<file path="config.mk">
export PLATFORM = sky130hd
export DESIGN_NAME = imem_loader_flat
export DESIGN_NICKNAME = d
export VERILOG_FILES = /design/src/rtl/imem_loader_if.sv /design/src/rtl/imem_loader.sv /design/src/flat_wrapper.sv
export SDC_FILE = /design/constraint.sdc
export NUM_CORES = 1
export LEC_CHECK = 0
export BUFFER_PORTS_ARGS = -buffer_cell sky130_fd_sc_hd__buf_2
export CAP_MARGIN = 20
export CELL_PAD_IN_SITES_DETAIL_PLACEMENT = 0
export CELL_PAD_IN_SITES_GLOBAL_PLACEMENT = 1
export CORE_MARGIN = 2
export CORE_UTILIZATION = 40
export DETAILED_ROUTE_END_ITERATION = 10
export GPL_ROUTABILITY_DRIVEN = 0
export MAX_ROUTING_LAYER = met4
export PLACE_DENSITY_LB_ADDON = 0.15
export RECOVER_POWER = 50
export SKIP_CTS_REPAIR_TIMING = 1
export SLEW_MARGIN = 20
export SYNTH_ARGS = -nofsm -noshare
export SYNTH_HDL_FRONTEND = slang
export SYNTH_SLANG_ARGS = --single-unit
</file>
<file path="constraint.sdc">
create_clock -name clk -period 7.4 [get_ports clk]
set_input_delay 0.37 -clock clk [delete_from_list [all_inputs] [get_ports clk]]
set_output_delay 0.37 -clock clk [all_outputs]
set_load 0.005 [all_outputs]
</file>
<file path="src/rtl/imem_loader_if.sv">
// Byte-stream and instruction-write bundle between a program source and the IMem loader.
// The master drives the byte stream and start request; the slave (the loader) answers
// with flow control, the IF-stage write port and status.
interface imem_loader_if;
    logic        load_start;
    logic [7:0]  rx_data;
    logic        rx_valid;
    logic        rx_ready;
    logic [31:0] w_ins;
    logic [31:0] w_addr;
    logic        we;
    logic        cpu_rst;
    logic        busy;
    logic        done;
    logic        error;

    modport master (
        output load_start, rx_data, rx_valid,
        input  rx_ready, w_ins, w_addr, we, cpu_rst, busy, done, error
    );

    modport slave (
        input  load_start, rx_data, rx_valid,
        output rx_ready, w_ins, w_addr, we, cpu_rst, busy, done, error
    );
endinterface

</file>
<file path="src/rtl/imem_loader.sv">
// Instruction-memory loader: receives a length-prefixed byte stream, packs big-endian
// 32-bit words and writes them through the IF stage port while holding the CPU in reset.
module imem_loader #(
    parameter int unsigned DEPTH_WORDS = 256
) (
    input logic          clk,
    input logic          rst,
    imem_loader_if.slave bus
);

    typedef enum logic [2:0] {
        IDLE,
        LEN_HI,
        LEN_LO,
        BYTE,
        WRITE,
        DONE,
        ERR
    } state_t;

    state_t      state;
    state_t      state_next;

    logic [7:0]  len_hi;
    logic [15:0] n_words;
    logic [15:0] word_idx;
    logic [1:0]  byte_cnt;
    logic [23:0] shift;
    logic [31:0] w_ins_q;
    logic [31:0] w_addr_q;

    logic [15:0] len_in;
    logic        len_too_big;
    logic        last_word;
    logic        accept;

    assign len_in      = {len_hi, bus.rx_data};
    assign len_too_big = 32'(len_in) > DEPTH_WORDS;
    assign last_word   = (word_idx + 16'd1) == n_words;
    assign accept      = bus.rx_valid && bus.rx_ready;

    assign bus.w_ins   = w_ins_q;
    assign bus.w_addr  = w_addr_q;

    // State register; reset drops any load in progress straight back to IDLE.
    always_ff @(posedge clk or posedge rst) begin
        if (rst) begin
            state <= IDLE;
        end else begin
            state <= state_next;
        end
    end

    // Next-state decode and Moore outputs; flow control and status depend on state only.
    always_comb begin
        state_next   = state;
        bus.rx_ready = 1'b0;
        bus.we       = 1'b0;
        bus.busy     = 1'b1;
        bus.cpu_rst  = 1'b1;
        bus.done     = 1'b0;
        bus.error    = 1'b0;
        case (state)
            IDLE: begin
                bus.busy    = 1'b0;
                bus.cpu_rst = 1'b0;
                if (bus.load_start) begin
                    state_next = LEN_HI;
                end
            end
            LEN_HI: begin
                bus.rx_ready = 1'b1;
                if (bus.rx_valid) begin
                    state_next = LEN_LO;
                end
            end
            LEN_LO: begin
                bus.rx_ready = 1'b1;
                if (bus.rx_valid) begin
                    if (len_too_big) begin
                        state_next = ERR;
                    end else if (len_in == 16'd0) begin
                        state_next = DONE;
                    end else begin
                        state_next = BYTE;
                    end
                end
            end
            BYTE: begin
                bus.rx_ready = 1'b1;
                if (bus.rx_valid && byte_cnt == 2'd3) begin
                    state_next = WRITE;
                end
            end
            WRITE: begin
                bus.we     = 1'b1;
                state_next = last_word ? DONE : BYTE;
            end
            DONE: begin
                bus.done   = 1'b1;
                state_next = IDLE;
            end
            ERR: begin
                bus.busy  = 1'b0;
                bus.error = 1'b1;
                if (bus.load_start) begin
                    state_next = LEN_HI;
                end
            end
            default: begin
                state_next = IDLE;
            end
        endcase
    end

    // Datapath: capture the length, shift bytes in MSB first, and latch the completed
    // word and its address so they stay stable for the whole write cycle and afterwards.
    always_ff @(posedge clk or posedge rst) begin
        if (rst) begin
            len_hi   <= 8'd0;
            n_words  <= 16'd0;
            word_idx <= 16'd0;
            byte_cnt <= 2'd0;
            shift    <= 24'd0;
            w_ins_q  <= 32'd0;
            w_addr_q <= 32'd0;
        end else begin
            case (state)
                LEN_HI: begin
                    if (accept) begin
                        len_hi <= bus.rx_data;
                    end
                end
                LEN_LO: begin
                    if (accept) begin
                        n_words  <= len_in;
                        byte_cnt <= 2'd0;
                        word_idx <= 16'd0;
                    end
                end
                BYTE: begin
                    if (accept) begin
                        shift    <= {shift[15:0], bus.rx_data};
                        byte_cnt <= byte_cnt + 2'd1;
                        if (byte_cnt == 2'd3) begin
                            w_ins_q  <= {shift, bus.rx_data};
                            w_addr_q <= {14'd0, word_idx, 2'b00};
                        end
                    end
                end
                WRITE: begin
                    word_idx <= word_idx + 16'd1;
                    byte_cnt <= 2'd0;
                end
                default: begin
                end
            endcase
        end
    end

endmodule

</file>
<file path="src/flat_wrapper.sv">
// flat-port wrapper written by rule: the top's interface ports become plain ports
module imem_loader_flat 
#(
    parameter int unsigned DEPTH_WORDS = 256
)
  (clk, rst, bus_load_start, bus_rx_data, bus_rx_valid, bus_rx_ready, bus_w_ins, bus_w_addr, bus_we, bus_cpu_rst, bus_busy, bus_done, bus_error);
  imem_loader_if bus_i ();
  input logic clk;
  input logic rst;
  input wire logic [$bits(bus_i.load_start)-1:0] bus_load_start;
  input wire logic [$bits(bus_i.rx_data)-1:0] bus_rx_data;
  input wire logic [$bits(bus_i.rx_valid)-1:0] bus_rx_valid;
  output wire logic [$bits(bus_i.rx_ready)-1:0] bus_rx_ready;
  output wire logic [$bits(bus_i.w_ins)-1:0] bus_w_ins;
  output wire logic [$bits(bus_i.w_addr)-1:0] bus_w_addr;
  output wire logic [$bits(bus_i.we)-1:0] bus_we;
  output wire logic [$bits(bus_i.cpu_rst)-1:0] bus_cpu_rst;
  output wire logic [$bits(bus_i.busy)-1:0] bus_busy;
  output wire logic [$bits(bus_i.done)-1:0] bus_done;
  output wire logic [$bits(bus_i.error)-1:0] bus_error;
  assign bus_i.load_start = bus_load_start;
  assign bus_i.rx_data = bus_rx_data;
  assign bus_i.rx_valid = bus_rx_valid;
  assign bus_rx_ready = bus_i.rx_ready;
  assign bus_w_ins = bus_i.w_ins;
  assign bus_w_addr = bus_i.w_addr;
  assign bus_we = bus_i.we;
  assign bus_cpu_rst = bus_i.cpu_rst;
  assign bus_busy = bus_i.busy;
  assign bus_done = bus_i.done;
  assign bus_error = bus_i.error;
  imem_loader #(.DEPTH_WORDS(DEPTH_WORDS)) u_core (.clk(clk), .rst(rst), .bus(bus_i));
endmodule
</file>
== After elaboration in Yosys (flattened, before gate mapping) ==
Cells that the tools add are included.

* Output and inout port bits: 70
* RAM bits: 0
* Logic and storage cells: 59
* Input port bits: 12
* Memories kept: 0
* Bits in latches: 0
* ROM bits: 0
* Flip-flop bits (word level): 117

* Divide/modulo/power cells: 0
* Reduce and logical (&&, ||, !) cells: 15
* Shift operators: 0
* Mux-type cells: 19
* Equality and inequality tests: 14
* Bitwise logic cells: 0
* Multipliers: 0
* Add/sub/neg operators: 2
* Order comparisons: 1

{| class="wikitable"
|+ Operators with widths
! cell !! number
|-
| case mux 16 bit (2 select lines) || 1
|-
| two-way mux 3 bit || 7
|-
| adder 16 x 1 -> 16 bit, second input constant || 1
|-
| equality test 16 bit || 1
|-
| greater-than comparator 16 x 9 -> 1 bit, second input constant || 1
|-
| logical NOT 16 bit || 1
|-
| two-way mux 16 bit || 1
|-
| case mux 3 bit (5 select lines) || 1
|-
| equality test 3 bit, second input constant || 3
|-
| != test 2 x 1 -> 1 bit, second input constant || 4
|-
| AND reduction 2 bit || 4
|-
| equality test 3 x 2 -> 1 bit, second input constant || 2
|-
| two-way mux 1 bit || 6
|-
| case mux 2 bit (3 select lines) || 1
|-
| AND reduction 3 bit || 2
|-
| two-way mux 2 bit || 2
|-
| != test 2 bit, second input constant || 2
|-
| AND reduction 4 bit || 1
|-
| equality test 3 x 1 -> 1 bit, second input constant || 1
|-
| logical NOT 3 bit || 1
|-
| nonzero test 3 bit || 1
|-
| OR reduction 3 bit || 1
|-
| adder 2 x 1 -> 2 bit, second input constant || 1
|-
| equality test 2 bit, second input constant || 1
|-
| 3 further kinds || 4
|}

== Depth between registers and ports, before layout ==
Gate-level depths: netlist of the first run.

* Word-level depth: 6
* Gate-level depth with buffers: 8
* Mapped depth without buffers: 7

== Worst setup path before layout of the first run ==
No wires, ideal clock.

* Kind: reg-to-reg
* Start: register u_core.word_idx[0]
* End: register u_core.state[2]
* Setup slack: 5.245 ns
* Setup time: 0.066 ns
* Arrival time: 2.089 ns
* Cell stages (with the launch flop): 9
* Cells stage by stage: dfrtp_1 ha_1 buf_4 nand4_1 nor4_1 xnor2_1 nand4_1 a2111oi_2 a22o_1

* Cells in the longest elaborated chain, start to end: 4

{| class="wikitable"
|+ RTL lines
! element !! RTL line !! text
|-
| start: declaration || imem_loader.sv:26 || <nowiki>logic [15:0] word_idx;</nowiki>
|-
| start signal: assignment || imem_loader.sv:152 || <nowiki>word_idx <= word_idx + 16'd1;</nowiki>
|-
| adder 16 x 1 -> 16 bit || imem_loader.sv:39 || <nowiki>assign last_word = (word_idx + 16'd1) == n_words;</nowiki>
|-
| equality test 16 bit || imem_loader.sv:39 ||
|-
| two-way mux 3 bit || imem_loader.sv:97 || <nowiki>state_next = last_word ? DONE : BYTE;</nowiki>
|-
| case mux 3 bit (5 select lines) || imem_loader.sv:63 || <nowiki>case (state)</nowiki>
|-
| end signal: assignment || imem_loader.sv:50 || <nowiki>state <= state_next;</nowiki>
|-
| end: declaration || imem_loader.sv:21 || <nowiki>state_t state;</nowiki>
|}

Every way passes these cells.
A chain may end at the register's enable or synchronous reset.

== Worst setup path in the final report of the first run ==
* Start: register u_core.state[0]
* End: register u_core.word_idx[7]

* Cells in the longest elaborated chain, start to end: 6

{| class="wikitable"
|+ RTL lines
! element !! RTL line !! text
|-
| equality test 3 x 1 -> 1 bit (tied with other cells) || imem_loader.sv:63 ||
|-
| OR reduction 3 bit (no line) || n/a ||
|-
| two-way mux 1 bit || imem_loader.sv:63 ||
|-
| logical AND 1 bit || imem_loader.sv:40 || <nowiki>assign accept = bus.rx_valid && bus.rx_ready;</nowiki>
|-
| != test 2 x 1 -> 1 bit (no line) || n/a ||
|-
| AND reduction 2 bit (no line) || n/a ||
|}

Several ways; a longest one is shown, not always the timed one.

==> reports/metrics.yaml, run 1 <==
outcome:
  outcome: "complete, but fails checks"
  violations: "max-capacitance violations, max-slew violations"
die:
  die_w_um: 120
  die_y_um: 120
  die_area_sq_um: 14400
  num_rows: 42
  core_area_sq_um: 13200
  start_util: 0.408
  pin_count: 82
timing:
  rsz0062_at_grt: "no"
  fmax_ghz: 0.337
  clock_skew_ps: 7.82
  period_share: 0.401
  setup-tns-final_ps: 0
  worst_slew_pin_slew_ps: 2640
  finalSetupViolCount: 0
  drv_slew: 61
  slew_headroom: -0.773
  hold_violations: 0
  period_needed_ps: 2970
detailed_routing:
  viasPerCell: 5.09
  wl_per_cell_um: 16.3
  vias: 3481
  detail-route-antenna-nets: 0
  drt_iter0_drc: 138
  post-route-drc-count: 0
  first_pass_iters: 4
  wirelength_mm: 11.2
setup_path:
  worst_ep_required_time_ps: 7750
  crit_path_start_kind: "flop"
  setup.worst_path.end_class: "flop"
  crit_arrival_ps: 3320
  crit_fanout: 23
  worstSetupPathType: "reg -> reg"
clock_tree:
  cts_max_level: 4
  worstSkewPairLatency_ps: 410
  cts-root-buf: "clkbuf_16"
  cts_tree: "yes"
  numCtsBuffers: 17
  clockBufferDepth: 2
  cts.sinks: 117
  clk_pin_slew_ps: 60
worst_hold_path:
  min_path_type: "in -> reg"
final_layout:
  area_growth_pct: 18.0
  nFillCells: 1207
  final_common_cell: "dfrtp_1"
  num_antenna_cells: 0
  drive_gt1_frac: 0.364
  fin_cells: 684
  layout.nets: 509
  layout_common_cells: "dfrtp_1, mux2_2, buf_2"
yosys:
  synth_top_area_frac: 0.545
  synth-main-ff-cell: "dfrtp_1"
  yosys_warnings: 0
  synth_seq_cells: 117
  synth_edf_count: 0
  syn_avg_cell_area_sq_um: 12.5
  syn_inst: 431
  synthArstFlopShare: 1.00
  ys_seq_area_frac: 0.545
  synth_area_leader_cell: "dfrtp_1"
  synth_area_leaders: "dfrtp_1, mux2_2, o21ai_0, buf_4, xnor2_1"
  synth_cell_type_count: 51
  synthesis.area_sq_um: 5380
pwr:
  p_clk_frac: 0.351
  vdd_drop_max_mv: 0.163
  power_density_nw_per_um2: 381
  fin_total_pwr_w: 0.00242
  sw_frac_of_total: 0.291
  intPower_w: 0.00171
  leakagePower_nw: 2.99
  pwr-share-seq: 0.419
  combPwrFrac: 0.229
  p_sw_w: 0.000704
global_routing:
  grt_start_max_net_pins: 61
  grt.total_usage: 0.171
  grt_pass1_wl_mm: 18.4
  grt_pass1_vias: 3502
  antenna_found_initial: 0
  overflow: 0
placed_design:
  dpl.hpwl_mm: 7.52
  port_buffers: 65
  dpl.cell_count: 652
run:
  cap_violations: 1
==> layer usage <==
layer	vias to the layer above	GRT usage	wire, um
met3	8	0.0404	362
met5	-	-	0
met2	61	0.256	5220
met1	1766	0.226	5490
li1	1646	-	-
met4	0	0.0662	94
==> stage by stage <==
step	cell area (sq um)	utilization	setup WS [ps]	hold slack, ps
final	6340	0.481	4430	271
after global routing	6340	0.481	4030	271
after CTS	6360	0.483	4420	120
after detailed placement	5750	0.436	4430	484
after global placement	5750	0.436	4440	477
after floorplan	5430	-	3930	473
==> cell families (layout without fill, tap and decap cells) <==
family / Yosys count / in the layout / synth area share
fa+ha+maj: 2 / 2 / 0.00465
xor+xnor: 25 / 25 / 0.0407
flops: 117 / 117 / 0.545
simple gates: 85 / 85 / 0.0852
buf+inv: 48 / 110 / 0.0556
mux: 95 / 95 / 0.199
compound gates: 58 / 58 / 0.0696
other cells: 1 / 16 / 0.000698
==> flip-flops by register name, indices dropped and copies added (netlist names) <==
signal / cells
u_core.bus.w_ins: 32
u_core.shift: 24
u_core.bus.w_addr: 16
u_core.n_words: 16
u_core.word_idx: 16
u_core.len_hi: 8
u_core.state: 3
u_core.byte_cnt: 2
==> synth_stat cells, types with 3 or more instances <==
master    count
dfrtp_1     117
mux2_2       94
o21ai_0      28
nand2_1      23
nor2_1       20
buf_4        18
xnor2_1      15
xor2_1       10
inv_1         9
clkbuf_1      8
nand3_1       7
a22o_1        6
nand4_1       6
nor3_1        6
a21oi_1       5
buf_1         5
nor4_1        5
o31ai_1       5
buf_6         4
and3_1        3
==> cell type report <==
type                    count  area [sq um]  area share
well taps                 176           220      0.0347
repair buffers             68           323      0.0509
clock buffers              21           470      0.0742
flip-flops and latches    117          2930       0.462
clock inverters            11           149      0.0235
multi-input cells         281          2210       0.349
inverters                  10          38.8     0.00612
==> power groups by stage <==
stage | sequential, W | clock [W] | combinational, W
floorplan | 0.000959 | 0 | 0.000458
global placement | 0.00102 | 0 | 0.000553
detailed placement | 0.00103 | 0 | 0.000566
CTS | 0.00101 | 0.000867 | 0.000571
global route | 0.00105 | 0.000897 | 0.000617
finish | 0.00101 | 0.000849 | 0.000554
==> critical path, stage by stage, from the launching register on <==
cell and delay (ps):
dfrtp_1 590, nor2_1 160, nand2_1 580, inv_1 430, nor2_1 770, o21bai_1 210, a22o_1 160
==> final timing paths <==
kind	start	to	slack [ps]	depth (start not counted)
worst max-delay path	u_core.state[0]$_DFFE_PP0P_	u_core.word_idx[7]$_DFFE_PP0P_	4430	6
worst min-delay path	bus_rx_data[5]	u_core.shift[5]$_DFFE_PP0P_	270	2
worst max register to register	u_core.state[0]$_DFFE_PP0P_	u_core.word_idx[7]$_DFFE_PP0P_	4430	6
worst min register to register	u_core.bus.w_addr[16]$_DFFE_PP0P_	u_core.bus.w_addr[16]$_DFFE_PP0P_	500	1
max in group asynchronous	rst	u_core.word_idx[3]$_DFFE_PP0P_	5040	3
min in group asynchronous	rst	u_core.bus.w_ins[24]$_DFFE_PP0P_	700	2
Power figures use the tool's default switching activity.
==> inputs of run 2 (changes only) <==
--- a/config.mk
+++ b/config.mk
@@ -5,12 +5,13 @@
 export SDC_FILE = /design/constraint.sdc
 export NUM_CORES = 1
 export LEC_CHECK = 0
+export ABC_AREA = 1
 export BUFFER_PORTS_ARGS = -buffer_cell sky130_fd_sc_hd__buf_2
 export CAP_MARGIN = 20
 export CELL_PAD_IN_SITES_DETAIL_PLACEMENT = 0
 export CELL_PAD_IN_SITES_GLOBAL_PLACEMENT = 1
 export CORE_MARGIN = 2
-export CORE_UTILIZATION = 40
+export CORE_UTILIZATION = 39
 export DETAILED_ROUTE_END_ITERATION = 10
 export GPL_ROUTABILITY_DRIVEN = 0
 export MAX_ROUTING_LAYER = met4
==> constraint.sdc (replaced) <==
create_clock -name clk -period 2.7 [get_ports clk]
set_input_delay 0.135 -clock clk [delete_from_list [all_inputs] [get_ports clk]]
set_output_delay 0.135 -clock clk [all_outputs]
set_load 0.005 [all_outputs]
==> reports/metrics.yaml, run 2 <==
timing:
  worst_slew_pin_slew_ps: 1610  # was 2640 ps
  finalSetupViolCount: 0  # unchanged
  clock_skew_ps: 8.00  # was 7.82 ps
  drv_slew: 118  # was 61
  period_share: 0.814  # was 0.401
  period_needed_ps: 2200  # was 2970 ps
  setup-tns-final_ps: 0  # unchanged
  slew_headroom: -0.0748  # was -0.773
  hold_ws_ps: 187  # was 271 ps
  fmax_ghz: 0.455  # was 0.337 GHz
  rsz0062_at_grt: "no"  # unchanged
  hold_violations: 0  # unchanged
  fin_ws_ps: 502  # was 4430 ps
clock_tree:
  clockBufferDepth: 2  # unchanged
  clk_pin_slew_ps: 60  # about the same
  cts_tree: "yes"  # unchanged
  cts_max_level: 4  # unchanged
  worstSkewPairLatency_ps: 420  # was 410 ps
  cts-root-buf: "clkbuf_16"  # unchanged
  cts.sinks: 117  # unchanged
  numCtsBuffers: 17  # unchanged
placed_design:
  dpl.hpwl_mm: 9.04  # was 7.52 mm
  place_ws_ps: 533  # was 4430 ps
  port_buffers: 65  # unchanged
  post_dp_cell_area_sq_um: 5880  # was 5750 sq um
global_routing:
  antenna_found_initial: 0  # unchanged
  grt.total_usage: 0.197  # was 0.171
  grt_start_max_net_pins: 118  # was 61
  grt_pass1_vias: 4154  # was 3,502
  grt_pass1_wl_mm: 21.4  # was 18.4 mm
  overflow: 0  # unchanged
run:
  cap_violations: 1  # unchanged
yosys:
  syn_inst: 628  # was 431
  synth_seq_cells: 117  # unchanged
  synth_cell_type_count: 38  # was 51
  synth_area_leaders: "dfrtp_1, nand2_1, o21ai_0, inv_1, nand3_1"  # was dfrtp_1, mux2_2, o21ai_0, buf_4, xnor2_1
  yosysMostFrequentCell: "nand2_1"  # was dfrtp_1
  ys_seq_area_frac: 0.539  # was 0.545
  syn_avg_cell_area_sq_um: 8.65  # was 12.5 sq um
  synthArstFlopShare: 1.00  # unchanged
  synth_top_area_frac: 0.539  # was 0.545
  synth-main-ff-cell: "dfrtp_1"  # unchanged
  synthesis.area_sq_um: 5430  # was 5380 sq um
  synth_edf_count: 0  # unchanged
  synth_area_leader_cell: "dfrtp_1"  # unchanged
  yosys_warnings: 0  # unchanged
  netlist_top_cells_count: "nand2_1, dfrtp_1, o21ai_0, inv_1, nand3_1"  # was dfrtp_1, mux2_2, o21ai_0, nand2_1, nor2_1
setup_path:
  worst_ep_required_time_ps: 3020  # was 7750 ps
  cp-endpoint: "u_core.state[1]$_DFFE_PP0P_"  # was u_core.word_idx[7]$_DFFE_PP0P_
  r2r-start: "u_core.word_idx[0]$_DFFE_PP0P_"  # was u_core.state[0]$_DFFE_PP0P_
  worstSetupPathType: "reg -> reg"  # unchanged
  reg2reg_depth: 14  # was 6
  critPathLaunch: "u_core.word_idx[0]$_DFFE_PP0P_"  # was u_core.state[0]$_DFFE_PP0P_
  crit_arrival_ps: 2510  # was 3320 ps
  setup.worst_path.end_class: "flop"  # unchanged
  crit_fanout: 11  # was 23
  crit_path_start_kind: "flop"  # unchanged
  r2r_slack_ps: 500  # was 4430 ps
  rr_endpoint: "u_core.state[1]$_DFFE_PP0P_"  # was u_core.word_idx[7]$_DFFE_PP0P_
die:
  core_area_sq_um: 13700  # was 13,200 sq um
  die_w_um: 122  # was 120 um
  num_rows: 43  # was 42
  die_y_um: 122  # was 120 um
  die_area_sq_um: 14900  # was 14,400 sq um
  pin_count: 82  # unchanged
  start_util: 0.396  # was 0.408
detailed_routing:
  wl_per_cell_um: 14.5  # was 16.3 um
  wirelength_mm: 13.0  # was 11.2 mm
  first_pass_iters: 5  # was 4
  post-route-drc-count: 0  # unchanged
  vias: 4351  # was 3,481
  detail-route-antenna-nets: 0  # unchanged
  viasPerCell: 4.84  # was 5.09
  drt_iter0_drc: 293  # was 138
pwr:
  leakagePower_nw: 3.26  # was 2.99 nW
  vdd_drop_max_mv: 0.413  # was 0.163 mV
  power_density_nw_per_um2: 1020  # was 381 nW/um^2
final_layout:
  largest_reg_flops: 32  # unchanged
  final_area_sq_um: 6550  # was 6340 sq um
  drive_gt1_frac: 0.172  # was 0.364
  area_growth_pct: 20.5  # was 18.0%
  final_common_cell: "nand2_1"  # was dfrtp_1
  multi_input_area_sq_um: 2070  # was 2210 sq um
  regArea_sq_um: 2930  # unchanged
  layout.nets: 720  # was 509
  nFillCells: 1356  # was 1,207
  layout_common_cells: "nand2_1, dfrtp_1, o21ai_0"  # was dfrtp_1, mux2_2, buf_2
  num_antenna_cells: 0  # unchanged
worst_hold_path:
  min_path_type: "in -> reg"  # unchanged
outcome:
  violations: "max-capacitance violations, max-slew violations"  # unchanged
  outcome: "complete, but fails checks"  # unchanged
run 2: cell count changes in the layout (fill, tap and decap cells not counted), moves of 11 or more:
| cell | delta |
|---|---|
| nand2_1 | +150 |
| mux2_2 | -94 |
| o21ai_0 | +66 |
| inv_1 | +57 |
| nand3_1 | +32 |
| xnor2_1 | -14 |
| o21ai_1 | +11 |
run 2: worst min path at each step:
stage	cells after the start	start	slack (ps)	endpoint
floorplan	2	bus_rx_data[0]	260	u_core.shift[0]$_DFFE_PP0P_
global placement	3	bus_rx_data[2]	370	u_core.shift[2]$_DFFE_PP0P_
detailed placement	3	bus_rx_data[0]	370	u_core.shift[0]$_DFFE_PP0P_
CTS	3	rst	-70	u_core.shift[16]$_DFFE_PP0P_
global route	3	bus_load_start	230	u_core.state[0]$_DFFE_PP0P_
finish	4	bus_rx_valid	190	u_core.n_words[10]$_DFFE_PP0P_
run 2: logic make-up (layout without fill, tap and decap cells):
logic type,Yosys count,after routing,share of synthesized area
AOI/OAI and AO/OA,117,117,0.111
muxes,8,8,0.0205
buffers and inverters,109,185,0.0905
other,1,16,0.000690
adders and majority gates,2,2,0.00460
and+or+nand+nor,272,272,0.231
xor gates and xnor gates,2,2,0.00322
DFF,117,117,0.539
run 2: where the power goes:
part	internal [W]	total, W	switching, W
combinational	0.000627	0.00171	0.00108
sequential	0.00227	0.00270	0.000426
clock	0.00146	0.00228	0.000819
run 2: per-layer routing:
metal / vias up / routed length (um) / GRT usage
li1: 2164 / - / -
met1: 2043 / 6340 / 0.268
met2: 124 / 5790 / 0.280
met3: 20 / 664 / 0.0492
met4: 0 / 258 / 0.0819
met5: - / 0 / -
run 2: final cells by class:
cell class,count,area share
Multi-Input combinational cell,417,0.316
Clock buffer,22,0.0739
Clock inverter,10,0.0183
Timing Repair Buffer,80,0.0678
Sequential cell,117,0.447
Inverter,73,0.0424
Tap cell,180,0.0344
run 2: worst max-delay path: stages, from the launching register on:
cell     delay (ps)
dfrtp_1         430
ha_1            230
nand2_2          80
nor2_2          410
nand3_1         160
nand3_1         120
nand2_1          50
nor2_1          100
nand3_1          80
nor2_1          130
nand3_1          90
nand2_1          60
nand2_1          40
nand2_1          60
nand2_1          40
run 2: metrics by stage:
step	std cells	utilization	total power, W
6_report	899	0.477	0.00668
5_1_grt	899	0.477	0.00720
4_1_cts	890	0.473	0.00674
3_5_place_dp	858	0.429	0.00443
3_3_place_gp	858	0.429	0.00438
2_1_floorplan	643	-	0.00387
==> inputs of run 3 (changes only) <==
==> constraint.sdc (replaced) <==
create_clock -name clk -period 1.98 [get_ports clk]
set_input_delay 0.099 -clock clk [delete_from_list [all_inputs] [get_ports clk]]
set_output_delay 0.099 -clock clk [all_outputs]
set_load 0.005 [all_outputs]
==> reports/metrics.yaml, run 3 (synthesized netlist as in run 2, its figures left out) <==
final_layout:
  final_area_sq_um: 6780  # was 6550 sq um
  layout.nets: 735  # was 720
  final_common_cell: "nand2_1"  # unchanged
  nFillCells: 1351  # was 1,356
  largest_reg_flops: 32  # unchanged
  layout_common_cells: "nand2_1, dfrtp_1, o21ai_0"  # unchanged
  num_antenna_cells: 0  # unchanged
  drive_gt1_frac: 0.221  # was 0.172
  area_growth_pct: 24.8  # was 20.5%
setup_path:
  crit_arrival_ps: 2250  # was 2510 ps
  worst_ep_required_time_ps: 2340  # was 3020 ps
  rr_endpoint: "u_core.state[2]$_DFFE_PP0P_"  # was u_core.state[1]$_DFFE_PP0P_
  crit_path_start_kind: "flop"  # unchanged
  worstSetupPathType: "reg -> reg"  # unchanged
  reg2reg_depth: 14  # unchanged
  crit_fanout: 6  # was 11
  r2r_slack_ps: 80  # was 500 ps
  setup.worst_path.end_class: "flop"  # unchanged
  r2r-start: "u_core.word_idx[0]$_DFFE_PP0P_"  # unchanged
timing:
  drv_slew: 0  # was 118
  fin_ws_ps: 82.5  # was 502 ps
  hold_violations: 0  # unchanged
  fmax_ghz: 0.527  # was 0.455 GHz
  period_share: 0.958  # was 0.814
  period_needed_ps: 1900  # was 2200 ps
  clock_skew_ps: 6.60  # was 8.00 ps
  worst_slew_pin_slew_ps: 1070  # was 1610 ps
  rsz0062_at_grt: "yes"  # was no
  slew_headroom: 0.284  # was -0.0748
  finalSetupViolCount: 0  # unchanged
global_routing:
  grt.total_usage: 0.198  # was 0.197
  grt_start_max_net_pins: 118  # unchanged
  grt_pass1_vias: 4193  # was 4,154
  grt_pass1_wl_mm: 21.6  # was 21.4 mm
  overflow: 0  # unchanged
  antenna_found_initial: 0  # unchanged
pwr:
  power_density_nw_per_um2: 1380  # was 1020 nW/um^2
  intPower_w: 0.00611  # was 0.00436 W
  pwr-share-seq: 0.393  # was 0.404
  p_sw_w: 0.00326  # was 0.00232 W
  leakagePower_nw: 3.38  # was 3.26 nW
  sw_frac_of_total: 0.348  # about the same
  combPwrFrac: 0.270  # was 0.255
  p_clk_frac: 0.337  # was 0.341
  vdd_drop_max_mv: 0.662  # was 0.413 mV
placed_design:
  dpl.hpwl_mm: 9.07  # was 9.04 mm
  port_buffers: 65  # unchanged
  post_dp_cell_area_sq_um: 5950  # was 5880 sq um
  place_ws_ps: 69.8  # was 533 ps
die:
  pin_count: 82  # unchanged
  num_rows: 43  # unchanged
  core_area_sq_um: 13700  # unchanged
  die_y_um: 122  # unchanged
  die_w_um: 122  # unchanged
  die_area_sq_um: 14900  # unchanged
  start_util: 0.396  # unchanged
detailed_routing:
  post-route-drc-count: 0  # unchanged
  vias: 4439  # was 4,351
  first_pass_iters: 5  # unchanged
  detail-route-antenna-nets: 0  # unchanged
  wl_per_cell_um: 14.7  # was 14.5 um
  viasPerCell: 4.86  # was 4.84
  wirelength_mm: 13.4  # was 13.0 mm
  drt_iter0_drc: 296  # was 293
clock_tree:
  cts_max_level: 4  # unchanged
  cts-root-buf: "clkbuf_16"  # unchanged
  worstSkewPairLatency_ps: 420  # about the same
  cts.sinks: 117  # unchanged
  clk_pin_slew_ps: 50  # was 60 ps
  numCtsBuffers: 17  # unchanged
  cts_tree: "yes"  # unchanged
  clockBufferDepth: 2  # unchanged
outcome:
  outcome: "completed"  # was complete, but fails checks
worst_hold_path:
  whs_endpoint: "u_core.n_words[10]$_DFFE_PP0P_"  # unchanged
  min_path_cells: 4  # unchanged
  hp-start: "bus_rx_valid"  # unchanged
  min_path_type: "in -> reg"  # unchanged
run:
  cap_violations: 0  # was 1
## run 3: changes by cell type in the layout (fill, tap and decap cells not counted), sizes merged
cell	before	now
buf	57	78
clkbuf	36	29
bufinv	2	3
inv	73	72
clkinv	5	6
## run 3: layout make-up
cell class                 count  area (sq um)  share of cell area
timing repair buffer          95           568              0.0838
inverter                      73           278              0.0410
multi-input combinational    417          2170               0.319
clock inverter                11           150              0.0221
tap                          180           225              0.0332
sequential                   117          2930               0.433
clock buffer                  21           460              0.0679
## run 3: worst max-delay path by stage
stage | slack, ps | cells past startpoint | to | from
global placement | 120 | 13 | u_core.state[1]$_DFFE_PP0P_ | u_core.word_idx[6]$_DFFE_PP0P_
global route | -50 | 14 | u_core.state[2]$_DFFE_PP0P_ | u_core.word_idx[0]$_DFFE_PP0P_
CTS | 60 | 15 | u_core.state[2]$_DFFE_PP0P_ | u_core.word_idx[0]$_DFFE_PP0P_
finish | 80 | 14 | u_core.state[2]$_DFFE_PP0P_ | u_core.word_idx[0]$_DFFE_PP0P_
detailed placement | 70 | 16 | u_core.state[1]$_DFFE_PP0P_ | u_core.word_idx[0]$_DFFE_PP0P_
floorplan | 240 | 15 | u_core.state[1]$_DFFE_PP0P_ | u_core.word_idx[0]$_DFFE_PP0P_
## run 3: worst max-delay path, cell delays in order, from the launching register on
cell and delay [ps]:
dfrtp_1 430, ha_4 200, nand2_4 70, nor2_4 110, buf_6 150, nand3_2 100, nand2_1 70, nand3b_1 80
nand2_1 80, nand3_2 70, nor2_2 120, nand4_1 140, nand2_1 100, nand2_1 50, nand2_1 70
## run 3: layer usage
layer | vias to the layer above | global-route usage | routed length [um]
met5 | - | - | 0
met4 | 0 | 0.0841 | 271
met3 | 24 | 0.0492 | 521
met2 | 104 | 0.285 | 6130
met1 | 2128 | 0.267 | 6490
li1 | 2183 | - | -
## run 3: power by group through the flow
| stage | combinational (W) | clock [W] | sequential (W) |
|---|---|---|---|
| 6_report | 0.00253 | 0.00315 | 0.00368 |
| 5_1_grt | 0.00294 | 0.00335 | 0.00379 |
| 4_1_cts | 0.00245 | 0.00323 | 0.00364 |
| 3_5_place_dp | 0.00244 | 0 | 0.00367 |
| 3_3_place_gp | 0.00240 | 0 | 0.00366 |
| 2_1_floorplan | 0.00175 | 0 | 0.00352 |
## run 3: per-stage QoR
step | hold slack (ps) | total power, W | setup TNS, ps | std cells | utilization
2_1_floorplan | 220 | 0.00527 | 0 | 643 | -
3_3_place_gp | 334 | 0.00605 | 0 | 867 | 0.434
3_5_place_dp | 330 | 0.00611 | 0 | 867 | 0.434
4_1_cts | -114 | 0.00932 | 0 | 899 | 0.478
5_1_grt | 149 | 0.0101 | -92.6 | 914 | 0.494
6_report | 120 | 0.00937 | 0 | 914 | 0.494
